File: src/rtl/round_pipe_if.sv
// ---------------------------------------------------------------------------
// round_pipe_if
// Bundles the sample stream into and out of round_pipe.
//   master : the side that feeds samples in and accepts results
//            (drives in_i, in_q, in_valid, out_ready)
//   slave  : the rounding block itself
//            (drives in_ready, out_i, out_q, out_valid)
// Parameters mirror round_pipe: bits_in per rail on the input side,
// bits_out+1 per rail on the output side.
// ---------------------------------------------------------------------------
interface round_pipe_if #(
    parameter int bits_in  = 24,
    parameter int bits_out = 16
);
    logic [bits_in-1:0] in_i;
    logic [bits_in-1:0] in_q;
    logic               in_valid;
    logic               in_ready;
    logic [bits_out:0]  out_i;
    logic [bits_out:0]  out_q;
    logic               out_valid;
    logic               out_ready;

    modport master (
        output in_i, in_q, in_valid, out_ready,
        input  in_ready, out_i, out_q, out_valid
    );

    modport slave (
        input  in_i, in_q, in_valid, out_ready,
        output in_ready, out_i, out_q, out_valid
    );
endinterface

File: src/rtl/round_pipe.sv
// ---------------------------------------------------------------------------
// round_pipe
// Rounds a wide two's-complement I/Q pair down to bits_out+1 bits for the
// downstream clip block. The extra MSB keeps the round-up carry, so
// saturation to bits_out happens in the clip block, not here.
// Two registered stages with valid/ready flow control: full rate, no
// bubbles, lossless backpressure; I and Q share one handshake.
//
// Ports
//   clk    : single clock, rising edge
//   rst_n  : asynchronous active-low reset (release synchronised externally)
//   bus    : round_pipe_if.slave
//            in_i/in_q   [bits_in-1:0]  input samples
//            in_valid/in_ready          input handshake
//            out_i/out_q [bits_out:0]   rounded samples (registered)
//            out_valid/out_ready        output handshake
//
// Configuration macro: ROUND_PIPE_CONVERGENT_EN
//   undefined : round half up (toward +inf), half-LSB always added
//   defined   : exact ties round to even, other values as above
// Pipeline depth and handshake are identical in both builds.
//
// D = bits_in-bits_out-1 LSBs are discarded; bits_in >= bits_out+2 required.
// ---------------------------------------------------------------------------
module round_pipe #(
    parameter int bits_in  = 24,
    parameter int bits_out = 16
) (
    input  logic         clk,
    input  logic         rst_n,
    round_pipe_if.slave  bus
);
    localparam int D = bits_in - bits_out - 1;

    typedef logic [bits_in:0]  ext_t;
    typedef logic [bits_out:0] out_t;

    // Half of one output LSB, at full input precision.
    localparam ext_t H = {{bits_in{1'b0}}, 1'b1} << (D - 1);

    // Add the (optional) half LSB and keep the output field. The sum is
    // bits_in+1 wide; its top bit is only the sign extension and is dropped
    // so the result fits the bits_out+1 output, carry included.
    function automatic out_t round_rail(input ext_t x, input logic add_half);
        return out_t'((x + (add_half ? H : {(bits_in+1){1'b0}})) >> D);
    endfunction

`ifdef ROUND_PIPE_CONVERGENT_EN
    // A tie means the discarded bits are exactly one half LSB.
    function automatic logic is_tie(input logic [bits_in-1:0] x);
        return (x[D-1:0] == H[D-1:0]);
    endfunction
`endif

    ext_t s1_i_r;
    ext_t s1_q_r;
    logic s1_valid_r;
`ifdef ROUND_PIPE_CONVERGENT_EN
    logic s1_i_tie_r;
    logic s1_q_tie_r;
    logic s1_i_lsb_r;
    logic s1_q_lsb_r;
`endif

    out_t s2_i_r;
    out_t s2_q_r;
    logic s2_valid_r;

    logic s1_take_s;
    logic s2_take_s;
    logic add_i_s;
    logic add_q_s;

    // A stage may load when it is empty or its content leaves this cycle.
    always_comb begin
        s2_take_s = ~s2_valid_r | bus.out_ready;
        s1_take_s = ~s1_valid_r | s2_take_s;
    end

    // Per-rail decision whether the half LSB is added in stage 2.
    always_comb begin
        add_i_s = 1'b1;
        add_q_s = 1'b1;
`ifdef ROUND_PIPE_CONVERGENT_EN
        // On a tie only round up when the kept LSB is odd (round to even).
        if (s1_i_tie_r) begin
            add_i_s = s1_i_lsb_r;
        end else begin
            add_i_s = 1'b1;
        end
        if (s1_q_tie_r) begin
            add_q_s = s1_q_lsb_r;
        end else begin
            add_q_s = 1'b1;
        end
`endif
    end

    // Stage 1: capture sign-extended samples and rounding flags.
    always_ff @(posedge clk or negedge rst_n) begin
        if (!rst_n) begin
            s1_valid_r <= 1'b0;
            s1_i_r     <= {(bits_in+1){1'b0}};
            s1_q_r     <= {(bits_in+1){1'b0}};
`ifdef ROUND_PIPE_CONVERGENT_EN
            s1_i_tie_r <= 1'b0;
            s1_q_tie_r <= 1'b0;
            s1_i_lsb_r <= 1'b0;
            s1_q_lsb_r <= 1'b0;
`endif
        end else if (s1_take_s) begin
            s1_valid_r <= bus.in_valid;
            if (bus.in_valid) begin
                s1_i_r     <= {bus.in_i[bits_in-1], bus.in_i};
                s1_q_r     <= {bus.in_q[bits_in-1], bus.in_q};
`ifdef ROUND_PIPE_CONVERGENT_EN
                s1_i_tie_r <= is_tie(bus.in_i);
                s1_q_tie_r <= is_tie(bus.in_q);
                s1_i_lsb_r <= bus.in_i[D];
                s1_q_lsb_r <= bus.in_q[D];
`endif
            end
        end
    end

    // Stage 2: register the rounded results; this is the output register.
    always_ff @(posedge clk or negedge rst_n) begin
        if (!rst_n) begin
            s2_valid_r <= 1'b0;
            s2_i_r     <= {(bits_out+1){1'b0}};
            s2_q_r     <= {(bits_out+1){1'b0}};
        end else if (s2_take_s) begin
            s2_valid_r <= s1_valid_r;
            if (s1_valid_r) begin
                s2_i_r <= round_rail(s1_i_r, add_i_s);
                s2_q_r <= round_rail(s1_q_r, add_q_s);
            end
        end
    end

    // in_ready is the stage-1 load condition and never looks at in_valid.
    assign bus.in_ready  = s1_take_s;
    assign bus.out_valid = s2_valid_r;
    assign bus.out_i     = s2_i_r;
    assign bus.out_q     = s2_q_r;

endmodule

File: src/flat_wrapper.sv
// flat-port wrapper written by rule: the top's interface ports become plain ports
module round_pipe_flat 
#(
    parameter int bits_in  = 24,
    parameter int bits_out = 16
)
  (clk, rst_n, bus_in_i, bus_in_q, bus_in_valid, bus_out_ready, bus_in_ready, bus_out_i, bus_out_q, bus_out_valid);
  round_pipe_if #(.bits_in(bits_in), .bits_out(bits_out)) bus_i ();
  input  logic clk;
  input  logic rst_n;
  input wire logic [$bits(bus_i.in_i)-1:0] bus_in_i;
  input wire logic [$bits(bus_i.in_q)-1:0] bus_in_q;
  input wire logic [$bits(bus_i.in_valid)-1:0] bus_in_valid;
  input wire logic [$bits(bus_i.out_ready)-1:0] bus_out_ready;
  output wire logic [$bits(bus_i.in_ready)-1:0] bus_in_ready;
  output wire logic [$bits(bus_i.out_i)-1:0] bus_out_i;
  output wire logic [$bits(bus_i.out_q)-1:0] bus_out_q;
  output wire logic [$bits(bus_i.out_valid)-1:0] bus_out_valid;
  assign bus_i.in_i = bus_in_i;
  assign bus_i.in_q = bus_in_q;
  assign bus_i.in_valid = bus_in_valid;
  assign bus_i.out_ready = bus_out_ready;
  assign bus_in_ready = bus_i.in_ready;
  assign bus_out_i = bus_i.out_i;
  assign bus_out_q = bus_i.out_q;
  assign bus_out_valid = bus_i.out_valid;
  round_pipe #(.bits_in(bits_in), .bits_out(bits_out)) u_core (.clk(clk), .rst_n(rst_n), .bus(bus_i));
endmodule
File: config.mk
export PLATFORM = sky130hd
export DESIGN_NAME = round_pipe_flat
export DESIGN_NICKNAME = d
export VERILOG_FILES = /design/src/rtl/round_pipe_if.sv /design/src/rtl/round_pipe.sv /design/src/flat_wrapper.sv
export SDC_FILE = /design/constraint.sdc
export NUM_CORES = 1
export LEC_CHECK = 0
export ABC_CLOCK_PERIOD_IN_PS = 2000
export BUFFER_PORTS_ARGS = -buffer_cell sky130_fd_sc_hd__buf_4
export CAP_MARGIN = 20
export CORE_MARGIN = 1.5
export CORE_UTILIZATION = 30
export CTS_CLUSTER_SIZE = 14
export DETAILED_ROUTE_END_ITERATION = 6
export PLACE_DENSITY_LB_ADDON = 0.05
export RECOVER_POWER = 50
export SYNTH_ARGS = -nofsm -noshare
export SYNTH_HDL_FRONTEND = slang
export SYNTH_SLANG_ARGS = --single-unit
File: constraint.sdc
create_clock -name clk -period 2 [get_ports clk]
set_clock_uncertainty 0.1 [all_clocks]
set_input_delay 0.2 -clock clk [delete_from_list [all_inputs] [get_ports clk]]
set_output_delay 0.2 -clock clk [all_outputs]
set_load 0.01 [all_outputs]
==> results of run 1 <==
final timing paths:
| path | startpoint | end | slack, ps | cells past startpoint |
|---|---|---|---|---|
| worst min register to register | u_core.bus.out_i[9] | u_core.bus.out_i[9] | 380 | 2 |
| worst min-delay path | bus_in_q[8] | u_core.s1_q_r[8] | 20 | 2 |
| max in group asynchronous | rst_n | u_core.bus.out_q[16] | 460 | 3 |
| min in group asynchronous | rst_n | u_core.bus.out_i[7] | 500 | 2 |
| worst max register to register | u_core.s1_q_r[12] | u_core.bus.out_q[16] | 130 | 4 |
| worst max-delay path | u_core.s1_q_r[12] | u_core.bus.out_q[16] | 130 | 4 |
power by group through the flow:
stage               clock (mW)  combinational (mW)  sequential (mW)
floorplan                    0               0.422             2.03
global placement             0                1.01             1.98
detailed placement           0                1.02             1.99
CTS                       1.15                1.08             1.96
global route              1.22                1.11             2.00
finish                    1.09               0.997             1.95
area by class of cell:
class	instances	area, µm²	area share, %
timing repair buffer	130	1032	22.55
tap	136	170.2	3.717
sequential	72	1803	39.38
multi-input combinational	200	1370	29.93
clock buffer	12	135.1	2.952
inverter	6	22.52	0.4919
clock inverter	4	45.04	0.9839
layout by cell type, fill, tap and decap left out, drive strengths merged, types with 2 or more instances in the layout:
cell type,instances
buf,76
dfrtp,72
nand2,38
mux2,38
dlygate4sd3,37
clkbuf,29
o21ai,28
xnor2,17
nand3,14
nor2,10
nand4,10
xor2,8
inv,6
nor4,6
a31oi,5
or3,4
nor3,4
clkinv,3
or2,2
and3,2
or4,2
nand2b,2
ha,2
and4,2
metal layers:
layer  track usage [%]  routed length (µm)  vias to the layer above
li1                  -                   -                     1282
met1             20.03                3807                     1211
met2             22.76                3384                       54
met3             4.620                 325                        6
met4             3.714                  74                        0
met5                 0                   0                        -
registers in the layout (all words and copies together) (netlist names):
signal,count
u_core.bus.out_q,17
u_core.s1_valid_r,1
u_core.bus.out_i,17
u_core.s1_q_r,18
u_core.bus.out_valid,1
u_core.s1_i_r,18
cell families (layout without fill, tap and decap cells):
kind of cell | Yosys count | count (layout) | synth area share [%]
AOI/OAI and AO/OA | 36 | 36 | 6.033
xor gates and xnor gates | 25 | 25 | 6.767
adders and majority gates | 2 | 2 | 0.7733
buffers and inverters | 16 | 152 | 1.972
DFF | 72 | 72 | 55.68
muxes | 39 | 39 | 13.53
and+or+nand+nor | 98 | 98 | 15.24
per-stage QoR:
stage,hold slack [ps],utilization (%)
final,22.87,43.95
after detailed placement,137.2,39.24
after global placement,141.0,39.24
after floorplan,-195.6,-
after global routing,0.9857,43.95
after CTS,2.173,44.53
repair_timing:
item	4_1_cts	5_1_grt
endpoints found under the setup margin	0	1
gates resized for setup	0	1
endpoints found under the hold margin	75	0
hold buffers	37	0
==> results.json, run 1 <==
{
  "yosysSeqAreaShare_pct": 55.68,
  "cts_inserted_buffers": 9,
  "crit_type": "flip-flop to flip-flop",
  "finalInstanceArea_mm2": 0.004578,
  "syn_to_final_growth_pct": 41.49,
  "clk_latency_ps": 340,
  "ys_seq_elements": 72,
  "post-route-drc-count": 0,
  "grt_max_degree": 42,
  "die_w_um": 106.9,
  "cp-end-kind": "flip-flop",
  "grt_overflow": 0,
  "wl_um": 7590,
  "grt_pass1_wl_um": 12860,
  "fp-row-count": 37,
  "pin_count": 88,
  "dp_cells": 507,
  "drv_slew": 0,
  "power.total_mw": 4.045,
  "synth_top_area_share_pct": 55.68,
  "powerDensity_mw_per_mm2": 883.5,
  "dr.pass1.iters": 4,
  "drv_cap": 0,
  "fin_ws_ps": 132.1,
  "p_sw_share_pct": 29.57,
  "ant_nets": 0,
  "port_buffers": 75,
  "start_kind": "flip-flop",
  "yosys_warnings": 0,
  "vias": 2553,
  "critical_path_buf_inv_count": 0,
  "fill_cells": 1036,
  "cp_max_fo": 5,
  "p_sw_mw": 1.196,
  "layout.cells.non_filler": 560,
  "detail_route.iter0.violations": 73,
  "cts.reportedPaths.clkPinSlew_ps": 70,
  "drive_gt1_share_pct": 32.08,
  "cts_max_level": 3,
  "setup_viol": 0,
  "worstPathCellList": "nand4_2 > or4b_4 > or3_1 > a31oi_1",
  "crit_path_max_incr_delay_ps": 580,
  "timing.fmax_mhz": 535.4,
  "cpLargestDelayFamily": "simple AND/OR/NAND/NOR gates",
  "tritoncts": "built",
  "ys_dominant_reg_cell": "dfrtp_1",
  "die_area_mm2": 0.01142,
  "antenna_found_initial": 0,
  "clockRootBuffer": "clkbuf_8",
  "fp.coreArea_mm2": 0.01042,
  "start_util_pct": 31.06,
  "sequentialPowerShare_pct": 48.3,
  "synth_cell_type_count": 30,
  "finalCritPeriodShare_pct": 93.40,
  "globalplace.congestion": 0.7197,
  "place_hpwl_um": 5300,
  "p_int_mw": 2.849,
  "syn-cell-area_mm2": 0.003236,
  "via_per_inst": 4.559,
  "setup_tns_ps": 0,
  "cts_setup_buffers": 0,
  "dpl-instance-area_mm2": 0.004088,
  "worst_pin_slew_ps": 1088,
  "postSynthCellCount": 288,
  "yosysMostFrequentCell": "dfrtp_1",
  "p_comb_share_pct": 24.6,
  "cp_slowest_cell": "or4b_4",
  "clock_sink_count": 72,
  "p_clk_share_pct": 27.0,
  "antenna_cells": 0,
  "hold_path_class": "input port to flip-flop",
  "syn_area_per_cell_um2": 11.23,
  "syn_nets": 342,
  "layout.nets": 473,
  "groute.usage.overall_pct": 14.72,
  "synth-edff-count": 0,
  "arrival_ps": 2020,
  "async_reset_ff_share_pct": 100.0,
  "netlist_top_cells_count": "dfrtp_1 (72), mux2_2 (38), nand2_1 (38)",
  "leakage_nw": 1.955,
  "peakVddDrop_mv": 0.4027,
  "required_ps": 2160,
  "finalHoldViolCount": 0,
  "place_ws_ps": 104.3,
  "synth_top_cell_by_area": "dfrtp_1",
  "die_height_um": 106.9,
  "rsz0062_at_grt": "false",
  "finalCriticalPeriod_ps": 1868,
  "wl_per_cell_um": 13.55,
  "grt_pass1_vias": 2563,
  "clk_path_buf_depth": 2,
  "outcome": "completed",
  "netlist_top_cells_area": "dfrtp_1 (56%), mux2_2 (13%), xnor2_1 (4.6%)",
  "max_slew_margin_pct": 27.44
}
(Power assumes the default switching activity.)
==> run 2: changes to the inputs <==
--- a/config.mk
+++ b/config.mk
@@ -12,7 +12,7 @@
 export CORE_UTILIZATION = 30
 export CTS_CLUSTER_SIZE = 14
 export DETAILED_ROUTE_END_ITERATION = 6
-export PLACE_DENSITY_LB_ADDON = 0.05
+export PLACE_DENSITY = 0.52
 export RECOVER_POWER = 50
 export SYNTH_ARGS = -nofsm -noshare
 export SYNTH_HDL_FRONTEND = slang
==> run 2 against run 1 <==
Utilization up 0.48 points. Highest routed layer unchanged. Die area unchanged. Cell count stayed put. Critical endpoint unchanged. Total power is 4.8% higher.
==> results.json, run 2 (synthesis results as in run 1) <==
{
  "outcome": "completed",
  "crit_path_end": "u_core.bus.out_q[16]",
  "finalHoldViolCount": 0,
  "p_int_mw": 2.997,
  "port_buffers": 75,
  "wl_per_cell_um": 13.57,
  "worst_pin_slew_ps": 966.5,
  "clk_path_buf_depth": 2,
  "p_sw_mw": 1.243,
  "arrival_ps": 2060,
  "tritoncts": "built",
  "fin_ws_ps": 103.1,
  "layout.cells.non_filler": 560,
  "drv_cap": 0,
  "cts.reportedPaths.clkPinSlew_ps": 80,
  "p_clk_share_pct": 30.4,
  "setup.worst_path.start": "u_core.s1_q_r[9]",
  "r2r-end": "u_core.bus.out_q[16]",
  "cp.depth": 4,
  "fp.coreArea_mm2": 0.01042,
  "antenna_cells": 0,
  "detail_route.iter0.violations": 96,
  "cts_max_level": 3,
  "crit_type": "flip-flop to flip-flop",
  "vias": 2571,
  "sequentialPowerShare_pct": 46.2,
  "die_area_mm2": 0.01142,
  "cpLargestDelayFamily": "simple AND/OR/NAND/NOR gates",
  "clock_sink_count": 72,
  "rsz0062_at_grt": "false",
  "dp_cells": 507,
  "layout_common_cells": "buf_4 (73), dfrtp_1 (72), nand2_1 (38), mux2_2 (38), dlygate4sd3_1 (38)",
  "place_ws_ps": 137.5,
  "setup_tns_ps": 0,
  "grt_pass1_wl_um": 12650,
  "finalCritPeriodShare_pct": 94.84,
  "p_sw_share_pct": 29.31,
  "start_kind": "flip-flop",
  "cp_max_fo": 5,
  "die_w_um": 106.9,
  "reg2reg_depth": 4,
  "critical_path_buf_inv_count": 0,
  "setup_viol": 0,
  "r2r-start": "u_core.s1_q_r[9]",
  "layout_commonest_cell": "buf_4",
  "max_slew_margin_pct": 35.57,
  "leakage_nw": 1.971,
  "grt_overflow": 0,
  "grt_max_degree": 42,
  "start_util_pct": 31.06,
  "utilization_pct": 44.43,
  "finalCriticalPeriod_ps": 1897,
  "cp_slowest_cell": "or4b_4",
  "via_per_inst": 4.591,
  "post-route-drc-count": 0,
  "cp-end-kind": "flip-flop",
  "crit_path_max_incr_delay_ps": 510,
  "fp-row-count": 37,
  "power.total_mw": 4.239,
  "dr.pass1.iters": 4,
  "die_height_um": 106.9,
  "groute.usage.overall_pct": 14.51,
  "cts_inserted_buffers": 9,
  "ff2ff_setup_slack_ps": 100,
  "hold_path_class": "input port to flip-flop",
  "pin_count": 88,
  "syn_to_final_growth_pct": 43.04,
  "drv_slew": 0,
  "clockRootBuffer": "clkbuf_8",
  "place_hpwl_um": 5341,
  "ant_nets": 0,
  "clk_latency_ps": 350,
  "finalInstanceArea_mm2": 0.004628,
  "wl_um": 7597,
  "grt_pass1_vias": 2551,
  "required_ps": 2170,
  "globalplace.congestion": 0.7105,
  "worstPathCellList": "and4_1 > or4b_4 > or3_1 > a31oi_1",
  "dpl-instance-area_mm2": 0.004088,
  "holdWs_ps": 68.27,
  "powerDensity_mw_per_mm2": 916.0,
  "timing.fmax_mhz": 527.2,
  "peakVddDrop_mv": 0.3922,
  "p_comb_share_pct": 23.4,
  "layout.nets": 474,
  "antenna_found_initial": 0,
  "drive_gt1_share_pct": 32.31,
  "largestRegisters": "u_core.s1_i_r: 18 flops, u_core.s1_q_r: 18 flops"
}
[run 2: changes by cell type in the layout (fill, tap and decap cells not counted), sizes merged]
cell,delta
clkinvlp,+1
bufinv,+1
dlygate4sd3,+1
clkbuf,-1
buf,-1
clkinv,-1
[run 2: what timing repair did]
| item | CTS | global route |
|---|---|---|
| setup buffers | 0 | 0 |
| resized for setup | 0 | 1 |
| hold endpoints to repair | 73 | 0 |
| endpoints found under the setup margin | 0 | 1 |
| hold buffers | 38 | 0 |
[run 2: layout make-up]
type | instances | area [µm²]
fill | 1032 | 5788
sequential | 72 | 1802
multi-input combinational | 200 | 1376
timing repair buffer | 131 | 1039
tap | 136 | 170.2
clock buffer | 10 | 137.6
clock inverter | 5 | 81.33
inverter | 6 | 22.52
[run 2: routing by layer]
layer,GRT usage [%],routed length [µm]
met1,19.70,3667
met2,22.16,3543
met3,3.161,273
met4,6.571,112
met5,0,0
[run 2: worst min path at each step]
stage	startpoint	end	slack, ps	cells after the start
floorplan	rst_n	u_core.bus.out_i[0]	-200	0
global placement	rst_n	u_core.s1_i_r[11]	110	1
detailed placement	rst_n	u_core.s1_i_r[11]	110	1
CTS	bus_out_ready	u_core.bus.out_valid	50	3
global route	bus_out_ready	u_core.bus.out_valid	110	3
finish	bus_out_ready	u_core.bus.out_valid	70	3
[run 2: worst min-delay path: stages]
cell      delay [ps]
buf_4             80
nand2b_1         130
nand2_1           60
[run 2: power groups by stage]
stage | Combinational (mW) | Sequential [mW] | Clock (mW)
2_1_floorplan | 0.422 | 2.03 | 0
3_3_place_gp | 1.00 | 1.98 | 0
3_5_place_dp | 1.02 | 1.99 | 0
4_1_cts | 1.08 | 1.96 | 1.32
5_1_grt | 1.11 | 2.00 | 1.39
6_report | 0.992 | 1.96 | 1.29
